## config.mk

```make
export PLATFORM = sky130hd
export DESIGN_NAME = ma_stage
export DESIGN_NICKNAME = d
export VERILOG_FILES = /design/src/rtl/ma_stage.sv
export SDC_FILE = /design/constraint.sdc
export NUM_CORES = 1
export LEC_CHECK = 0
export BUFFER_PORTS_ARGS = -buffer_cell sky130_fd_sc_hd__buf_2
export CAP_MARGIN = 20
export CORE_ASPECT_RATIO = 1.75
export CORE_UTILIZATION = 55
export CTS_CLUSTER_SIZE = 8
export DETAILED_ROUTE_END_ITERATION = 6
export PLACE_DENSITY = 0.88
export SYNTH_ARGS = -nofsm -noshare
export SYNTH_HDL_FRONTEND = slang
export SYNTH_SLANG_ARGS = --single-unit
```

## constraint.sdc

```tcl
create_clock -name Clk -period 3.8 [get_ports Clk]
set_clock_uncertainty 0.05 [all_clocks]
set_input_delay 0.19 -clock Clk [delete_from_list [all_inputs] [get_ports Clk]]
set_output_delay 0.19 -clock Clk [all_outputs]
set_load 0.05 [all_outputs]
```

## src/rtl/ma_stage.sv

```systemverilog
// Memory-access pipeline stage: passes ALU results through and runs one
// load/store at a time over a req/ack data-memory port, with a request timeout.
package ma_pkg;
   typedef struct packed {
      logic isLd;
      logic isSt;
      logic isWb;
   } ctrl_t;

   typedef struct packed {
      logic [31:0] pc;
      logic [31:0] aluresult;
      logic [31:0] op2;
      logic [31:0] instr;
      ctrl_t       ctrl;
   } Ex_Ma_t;

   typedef struct packed {
      logic [31:0] pc;
      logic [31:0] aluresult;
      logic [31:0] ldresult;
      logic [31:0] instr;
      ctrl_t       ctrl;
   } Ma_Rw_t;
endpackage

module ma_stage
   import ma_pkg::*;
#(
   parameter int unsigned MEM_TIMEOUT = 16
) (
   input  logic        Clk,
   input  logic        Rst,
   input  Ex_Ma_t      Ex_Payld_i,
   input  logic        Ex_Valid_i,
   output logic        Ex_Ready_o,
   output Ma_Rw_t      Ma_Payld_o,
   output logic        Ma_Valid_o,
   input  logic        Ma_Ready_i,
   output logic        Dmem_Req_o,
   output logic        Dmem_We_o,
   output logic [31:0] Dmem_Addr_o,
   output logic [31:0] Dmem_Wdata_o,
   input  logic        Dmem_Ack_i,
   input  logic [31:0] Dmem_Rdata_i,
   output logic        Ma_Err_o
);

   typedef enum logic {IDLE, REQ} state_e;

   // cnt_q counts completed request cycles, so the last allowed one sees N-1
   localparam logic [7:0] TMO_LAST = 8'(MEM_TIMEOUT - 1);

   state_e      state_q, state_d;
   Ma_Rw_t      out_q, out_d;
   Ma_Rw_t      pend_q, pend_d;
   logic        valid_q, valid_d;
   logic        req_q, req_d;
   logic        we_q, we_d;
   logic [31:0] addr_q, addr_d;
   logic [31:0] wdata_q, wdata_d;
   logic [7:0]  cnt_q, cnt_d;
   logic        err_q, err_d;

   logic        ex_ready, accept, is_mem, misal, timeout;
   Ma_Rw_t      in_rw;

   always_comb begin
      ex_ready = (state_q == IDLE) && (!valid_q || Ma_Ready_i);
      accept   = Ex_Valid_i && ex_ready;
      is_mem   = Ex_Payld_i.ctrl.isLd || Ex_Payld_i.ctrl.isSt;
      misal    = Ex_Payld_i.aluresult[1:0] != 2'b00;
      timeout  = (state_q == REQ) && !Dmem_Ack_i && (cnt_q == TMO_LAST);
      in_rw    = '{pc: Ex_Payld_i.pc, aluresult: Ex_Payld_i.aluresult,
                   ldresult: 32'h0, instr: Ex_Payld_i.instr,
                   ctrl: Ex_Payld_i.ctrl};

      state_d = state_q;
      out_d   = out_q;
      pend_d  = pend_q;
      valid_d = valid_q;
      req_d   = req_q;
      we_d    = we_q;
      addr_d  = addr_q;
      wdata_d = wdata_q;
      cnt_d   = cnt_q;
      err_d   = err_q;

      if (valid_q && Ma_Ready_i) valid_d = 1'b0;

      case (state_q)
         IDLE: begin
            if (accept) begin
               if (is_mem && !misal) begin
                  state_d = REQ;
                  pend_d  = in_rw;
                  req_d   = 1'b1;
                  we_d    = Ex_Payld_i.ctrl.isSt;
                  addr_d  = {Ex_Payld_i.aluresult[31:2], 2'b00};
                  wdata_d = Ex_Payld_i.op2;
                  cnt_d   = '0;
               end else begin
                  out_d   = in_rw;
                  valid_d = 1'b1;
                  if (is_mem) err_d = 1'b1;
               end
            end
         end
         REQ: begin
            if (Dmem_Ack_i || timeout) begin
               state_d = IDLE;
               req_d   = 1'b0;
               out_d   = pend_q;
               out_d.ldresult = (Dmem_Ack_i && pend_q.ctrl.isLd) ? Dmem_Rdata_i : 32'h0;
               valid_d = 1'b1;
               if (!Dmem_Ack_i) err_d = 1'b1;
            end else begin
               cnt_d = cnt_q + 8'd1;
            end
         end
         default: state_d = IDLE;
      endcase
   end

   always_ff @(posedge Clk or negedge Rst) begin
      if (!Rst) begin
         state_q <= IDLE;
         out_q   <= '0;
         pend_q  <= '0;
         valid_q <= 1'b0;
         req_q   <= 1'b0;
         we_q    <= 1'b0;
         addr_q  <= '0;
         wdata_q <= '0;
         cnt_q   <= '0;
         err_q   <= 1'b0;
      end else begin
         state_q <= state_d;
         out_q   <= out_d;
         pend_q  <= pend_d;
         valid_q <= valid_d;
         req_q   <= req_d;
         we_q    <= we_d;
         addr_q  <= addr_d;
         wdata_q <= wdata_d;
         cnt_q   <= cnt_d;
         err_q   <= err_d;
      end
   end

   assign Ex_Ready_o   = ex_ready;
   assign Ma_Payld_o   = out_q;
   assign Ma_Valid_o   = valid_q;
   assign Dmem_Req_o   = req_q;
   assign Dmem_We_o    = we_q;
   assign Dmem_Addr_o  = addr_q;
   assign Dmem_Wdata_o = wdata_q;
   assign Ma_Err_o     = err_q;

endmodule

```

Word level (Yosys, flattened, before mapping)
Cells that the tools add are included.
{"block": "word_totals", "wordCells": 77, "reg_bits": 304}
{"block": "op_classes", "n_eq_ne": 8, "n_reduce_logical": 19, "muxes": 28, "add_sub_neg": 1, "n_bitwise": 1}
{"operator": "$mux 131", "count": 3}
{"operator": "$pmux 131 s2", "count": 1}
{"operator": "$mux 32", "count": 1}
{"operator": "$mux 8", "count": 3}
{"operator": "$pmux 8 s2", "count": 1}
{"operator": "$mux 1", "count": 15}
{"operator": "$reduce_and 3->1", "count": 4}
{"operator": "$ne 2x2->1 const B", "count": 5}
{"operator": "$add 8x1->8 const B", "count": 1}
{"operator": "$eq 8x4->1 const B", "count": 1}
{"operator": "$pmux 1 s2", "count": 4}
{"operator": "$logic_and 1x1->1", "count": 7}
{"operator": "$reduce_and 5->1", "count": 1}
{"operator": "$ne 2x1->1 const B", "count": 2}
{"operator": "$logic_not 1->1", "count": 3}
{"operator": "$logic_or 1x1->1", "count": 3}
{"operator": "$reduce_bool 2->1", "count": 1}
{"operator": "$not 1->1", "count": 1}

Logic depth before layout (Yosys ltp)
{"block": "logic_depth", "ltp_word": 6, "depth_mapped": 8}

Least setup slack after synthesis
Ideal clock, no wire load.
{"block": "synth_path", "path_kind": "reg-to-reg", "from": "register valid_q (netlist: Ma_Valid_o)", "to": "register pend_q[100] in the netlist's numbering", "t_arrival_ps": 1788, "setup_time_ps": 125, "path_slack_ps": 1838, "path_stages_with_launch": 6, "path_buffers": 2, "path_cell_list": "dfrtp_1 -> nand2b_1 -> o2111ai_1 -> buf_2 -> buf_2 -> mux2_2"}
{"block": "synth_between", "elab_chain_cells": 5}
{"item": "start: declaration", "line_no": "57", "text": "logic valid_q, valid_d;"}
{"item": "start signal: assignment", "line_no": "141", "text": "valid_q <= valid_d;"}
{"item": "$logic_not 1->1", "line_no": "69", "text": "ex_ready = (state_q == IDLE) && (!valid_q || Ma_Ready_i);"}
{"item": "$logic_or 1x1->1", "line_no": "69"}
{"item": "$logic_and 1x1->1", "line_no": "69"}
{"item": "$logic_and 1x1->1", "line_no": "70", "text": "accept = Ex_Valid_i && ex_ready;"}
{"item": "$reduce_and 3->1 (no line)"}
{"item": "end signal: assignment", "line_no": "140", "text": "pend_q <= pend_d;"}
{"item": "end: declaration", "line_no": "56", "text": "Ma_Rw_t pend_q, pend_d;"}
Every way passes these cells.
A chain may end at the register's enable or synchronous reset.

Worst setup path in the final report
{"block": "layout_path", "from": "register state_q", "to": "register out_q (netlist bit Ma_Payld_o[32])"}
{"block": "layout_between", "elab_chain_cells": 5}
{"item": "start: declaration", "line_no": "54", "text": "state_e state_q, state_d;"}
{"item": "start signal: assignment", "line_no": "138", "text": "state_q <= state_d;"}
{"item": "$logic_and 1x1->1 or $not 1->1 (tied branches)"}
{"item": "$logic_and 1x1->1, on equally long branches", "line_no": "73, 69"}
{"item": "$logic_or 1x1->1 or $logic_and 1x1->1 (tied branches)", "line_no": "110, 70"}
{"item": "$ne 2x1->1 (no line) or $ne 2x2->1 (tied branches)"}
{"item": "$reduce_and 3->1 (no line)"}
{"item": "end signal: assignment", "line_no": "139", "text": "out_q <= out_d;"}
{"item": "end: declaration", "line_no": "55", "text": "Ma_Rw_t out_q, out_d;"}
Several ways; a longest one is shown, not always the timed one.

==> flow_metrics.tcl <==
set metrics [dict create \
    status "completed" \
    grt.total_usage_pct 34.3 \
    crit_path_cell_trace "nor2b_2 > o311a_4 > a21oi_4 > buf_4 > a221o_1" \
    synth_warnings 0 \
    crit_start "state_q" \
    fp.dieH_um 190 \
    cellLeakagePower_nw 7.97 \
    drive_gt1_share_pct 43.5 \
    ys.flop_type "dfrtp_1" \
    switchingPower_mw 4.37 \
    syn_inst 787 \
    path_max_fanout 82 \
    r2r_slack_ps 1090 \
    r2r-start "state_q" \
    cp-end-kind "flop" \
    cp.arrival_ps 3100 \
    ff_latch_area_um2 6860 \
    cp_top_family "compound AO/OA/AOI/OAI gates" \
    cts_sinks 274 \
    pwr-share-seq_pct 37.6 \
    p_per_area_nw_per_um2 710 \
    slew_viol_final 0 \
    cts-buffers-inserted 40 \
    reg2reg_to "Ma_Payld_o[32]" \
    grt_pass1_wl_um 53900 \
    cpPeakStageDelay_ps 760 \
    clk_pin_slew_ps 50 \
    grt_overflow 0 \
    fin_crit_sh_pct 71.4 \
    drtIter0Drc 768 \
    ys_top_cells_by_area "dfrtp_1, mux2_2, a221o_1, and3_1, buf_4" \
    clock_latency_ps 510 \
    max_freq_mhz 369 \
    post-route-drc-count 0 \
    synthToLayoutAreaGrowth_pct 39.6 \
    ctsResizeCount 0 \
    dp_hpwl_um 18600 \
    io_pins 368 \
    dieArea_um2 20800 \
    cts_tree "built" \
    synth_edf_count 0 \
    ant_nets 0 \
    worst-path-stages 5 \
    multi_input_area_um2 3730 \
    clkPwrFrac_pct 28.3 \
    ir_worst_vdd_uv 579 \
    num_rows 68 \
    netlist_area_um2 11100 \
    critPathSlowestCell "buf_4" \
    grt_max_degree 142 \
    critPathBufInv 1 \
    avgSynthCellArea_um2 14.1 \
    swShare_pct 39.7 \
    portBuffers 365 \
    min-delay-start "Dmem_Ack_i" \
    p_int_mw 6.65 \
    rsz0062_at_grt "no" \
    synth.distinct_cells 35 \
    synth_common_cells "dfrtp_1, mux2_2, and3_1, a221o_1, buf_4" \
    die_x_um 110 \
    finalHoldViolations 0 \
    root_buffer "clkbuf_16" \
    yosysMostFrequentCell "dfrtp_1" \
    setup_viol 0 \
    clock_path_buffers 3 \
    gp_congestion 0.825 \
    min_period_ps 2710 \
    wl_per_cell_um 23.7 \
    critPathCapture "Ma_Payld_o[32]" \
    required_ps 4190 \
    fin_util_pct 78.7 \
    hp-class "primary input to flop" \
    ys_seq_area_share_pct 61.6 \
    synth_seq_cells 274 \
    layout.nets 1438 \
    maxCapViolCount 0 \
    slew-limit-headroom_pct 32.6 \
    yosysTopAreaCell "dfrtp_1" \
    startpoint_type "flop" \
    synthArstFlopShare_pct 100 \
    timing_worst_setup_path_type "flop to flop" \
    placeableCoreArea_um2 19700 \
    worst_pin_slew_ps 1010 \
    synth_top_area_share_pct 61.6 \
    n_fill_cell 1048 \
    drt-vias-per-instance 6.19 \
    finalSetupTns_ps 0 \
    antenna_found_initial 1 \
    grt_pass1_vias 9861 \
    initial_core_util_pct 56.4 \
    htreeDepth 2 \
    routed_wl_um 36000 \
    dr_total_vias 9390 \
    first_pass_iters 5 \
    p_comb_share_pct 34.1 \
    ff2ff_path_depth 5 \
]
## cell usage in the layout, fill, tap and decap left out, types with 2 or more instances in the layout
| master | synthesis | layout |
|---|---|---|
| buf_2 | 25 | 364 |
| dfrtp_1 | 274 | 273 |
| dlygate4sd3_1 | 0 | 164 |
| mux2_2 | 129 | 129 |
| and3_1 | 103 | 103 |
| a221o_1 | 99 | 99 |
| clkbuf_16 | 0 | 41 |
| a22o_1 | 32 | 32 |
| nand2_1 | 6 | 6 |
| nand3_1 | 6 | 6 |
| buf_4 | 41 | 6 |
| and2_1 | 5 | 5 |
| o21ai_0 | 3 | 3 |
| mux2i_1 | 3 | 3 |
| buf_12 | 0 | 3 |
| nand2b_1 | 2 | 2 |
| a31o_2 | 2 | 2 |
| nor2_1 | 2 | 2 |
| nor2b_1 | 2 | 2 |
| nand4_1 | 2 | 2 |
| xnor2_1 | 2 | 2 |
| inv_1 | 2 | 2 |
| conb_1 | 1 | 2 |
## worst register-to-register path, cell delays in order (launching register included)
cell and delay [ps]:
dfrtp_2 740, nor2b_2 160, o311a_4 330, a21oi_4 200, buf_4 760, a221o_1 400
## sequential cells by signal, indices dropped and copies added, names as in the netlist
signal	flops
Ma_Valid_o	1
state_q	1
Dmem_Wdata_o	32
Dmem_We_o	1
cnt_q	8
Ma_Payld_o	131
pend_q	98
Dmem_Req_o	1
Ma_Err_o	1
## metrics by stage
| step | total power [mW] | hold WS, ps | instances | worst slack [ps] | area, µm² |
|---|---|---|---|---|---|
| 2_1_floorplan | 6.79 | -156 | 788 | 1840 | 11100 |
| 3_3_place_gp | 7.52 | 169 | 1308 | 1220 | 12800 |
| 3_5_place_dp | 7.63 | 173 | 1308 | 1190 | 12800 |
| 4_1_cts | 10.9 | 36.9 | 1515 | 1160 | 15500 |
| 5_1_grt | 11.4 | 75.8 | 1516 | 1020 | 15500 |
| 6_report | 11.0 | 60.1 | 1516 | 1090 | 15500 |
## worst min-delay path by stage
stage | cells past startpoint | end | slack (ps)
global route | 4 | cnt_q[2] | 80
global placement | 1 | Ma_Payld_o[105] | 170
finish | 4 | cnt_q[2] | 60
CTS | 4 | cnt_q[2] | 40
detailed placement | 1 | pend_q[103] | 170
floorplan | 0 | Dmem_Req_o | -160
## per-layer routing
metal	up-vias	wire (µm)	track usage [%]
met3	180	2690	6.85
li1	3890	-	-
met5	-	0	0
met1	4686	12300	38.8
met4	0	2410	21.1
met2	634	18600	58.4
## cell families after synthesis
kind of cell	after synthesis	synth area share [%]
buf+inv	101	5.14
other cells	1	0.0337
mux	132	13.3
compound gates	143	12.2
fa+ha+maj	1	0.112
xor+xnor	2	0.158
simple gates	133	7.35
flops	274	61.6
## area by class of cell
class | count | share of cell area, %
Sequential cell | 274 | 44.2
Clock buffer | 42 | 6.63
Multi-Input combinational cell | 413 | 24.0
Timing Repair Buffer | 538 | 23.1
Inverter | 2 | 0.0483
Tap cell | 245 | 1.97
Clock inverter | 1 | 0.0564
Antenna cell | 1 | 0.0161
## power by group through the flow
stage          Combinational, mW  Clock (mW)  Sequential, mW
4_1_cts                     3.69        3.10            4.07
2_1_floorplan               1.37           0            5.43
6_report                    3.75        3.12            4.14
5_1_grt                     3.89        3.27            4.20
3_5_place_dp                3.54           0            4.09
3_3_place_gp                3.46           0            4.06
## repair_timing
item,in CTS,in global routing
hold buffers,164,0
buffers inserted,0,0
endpoints found under the hold margin,342,0
(Power assumes the default switching activity.)
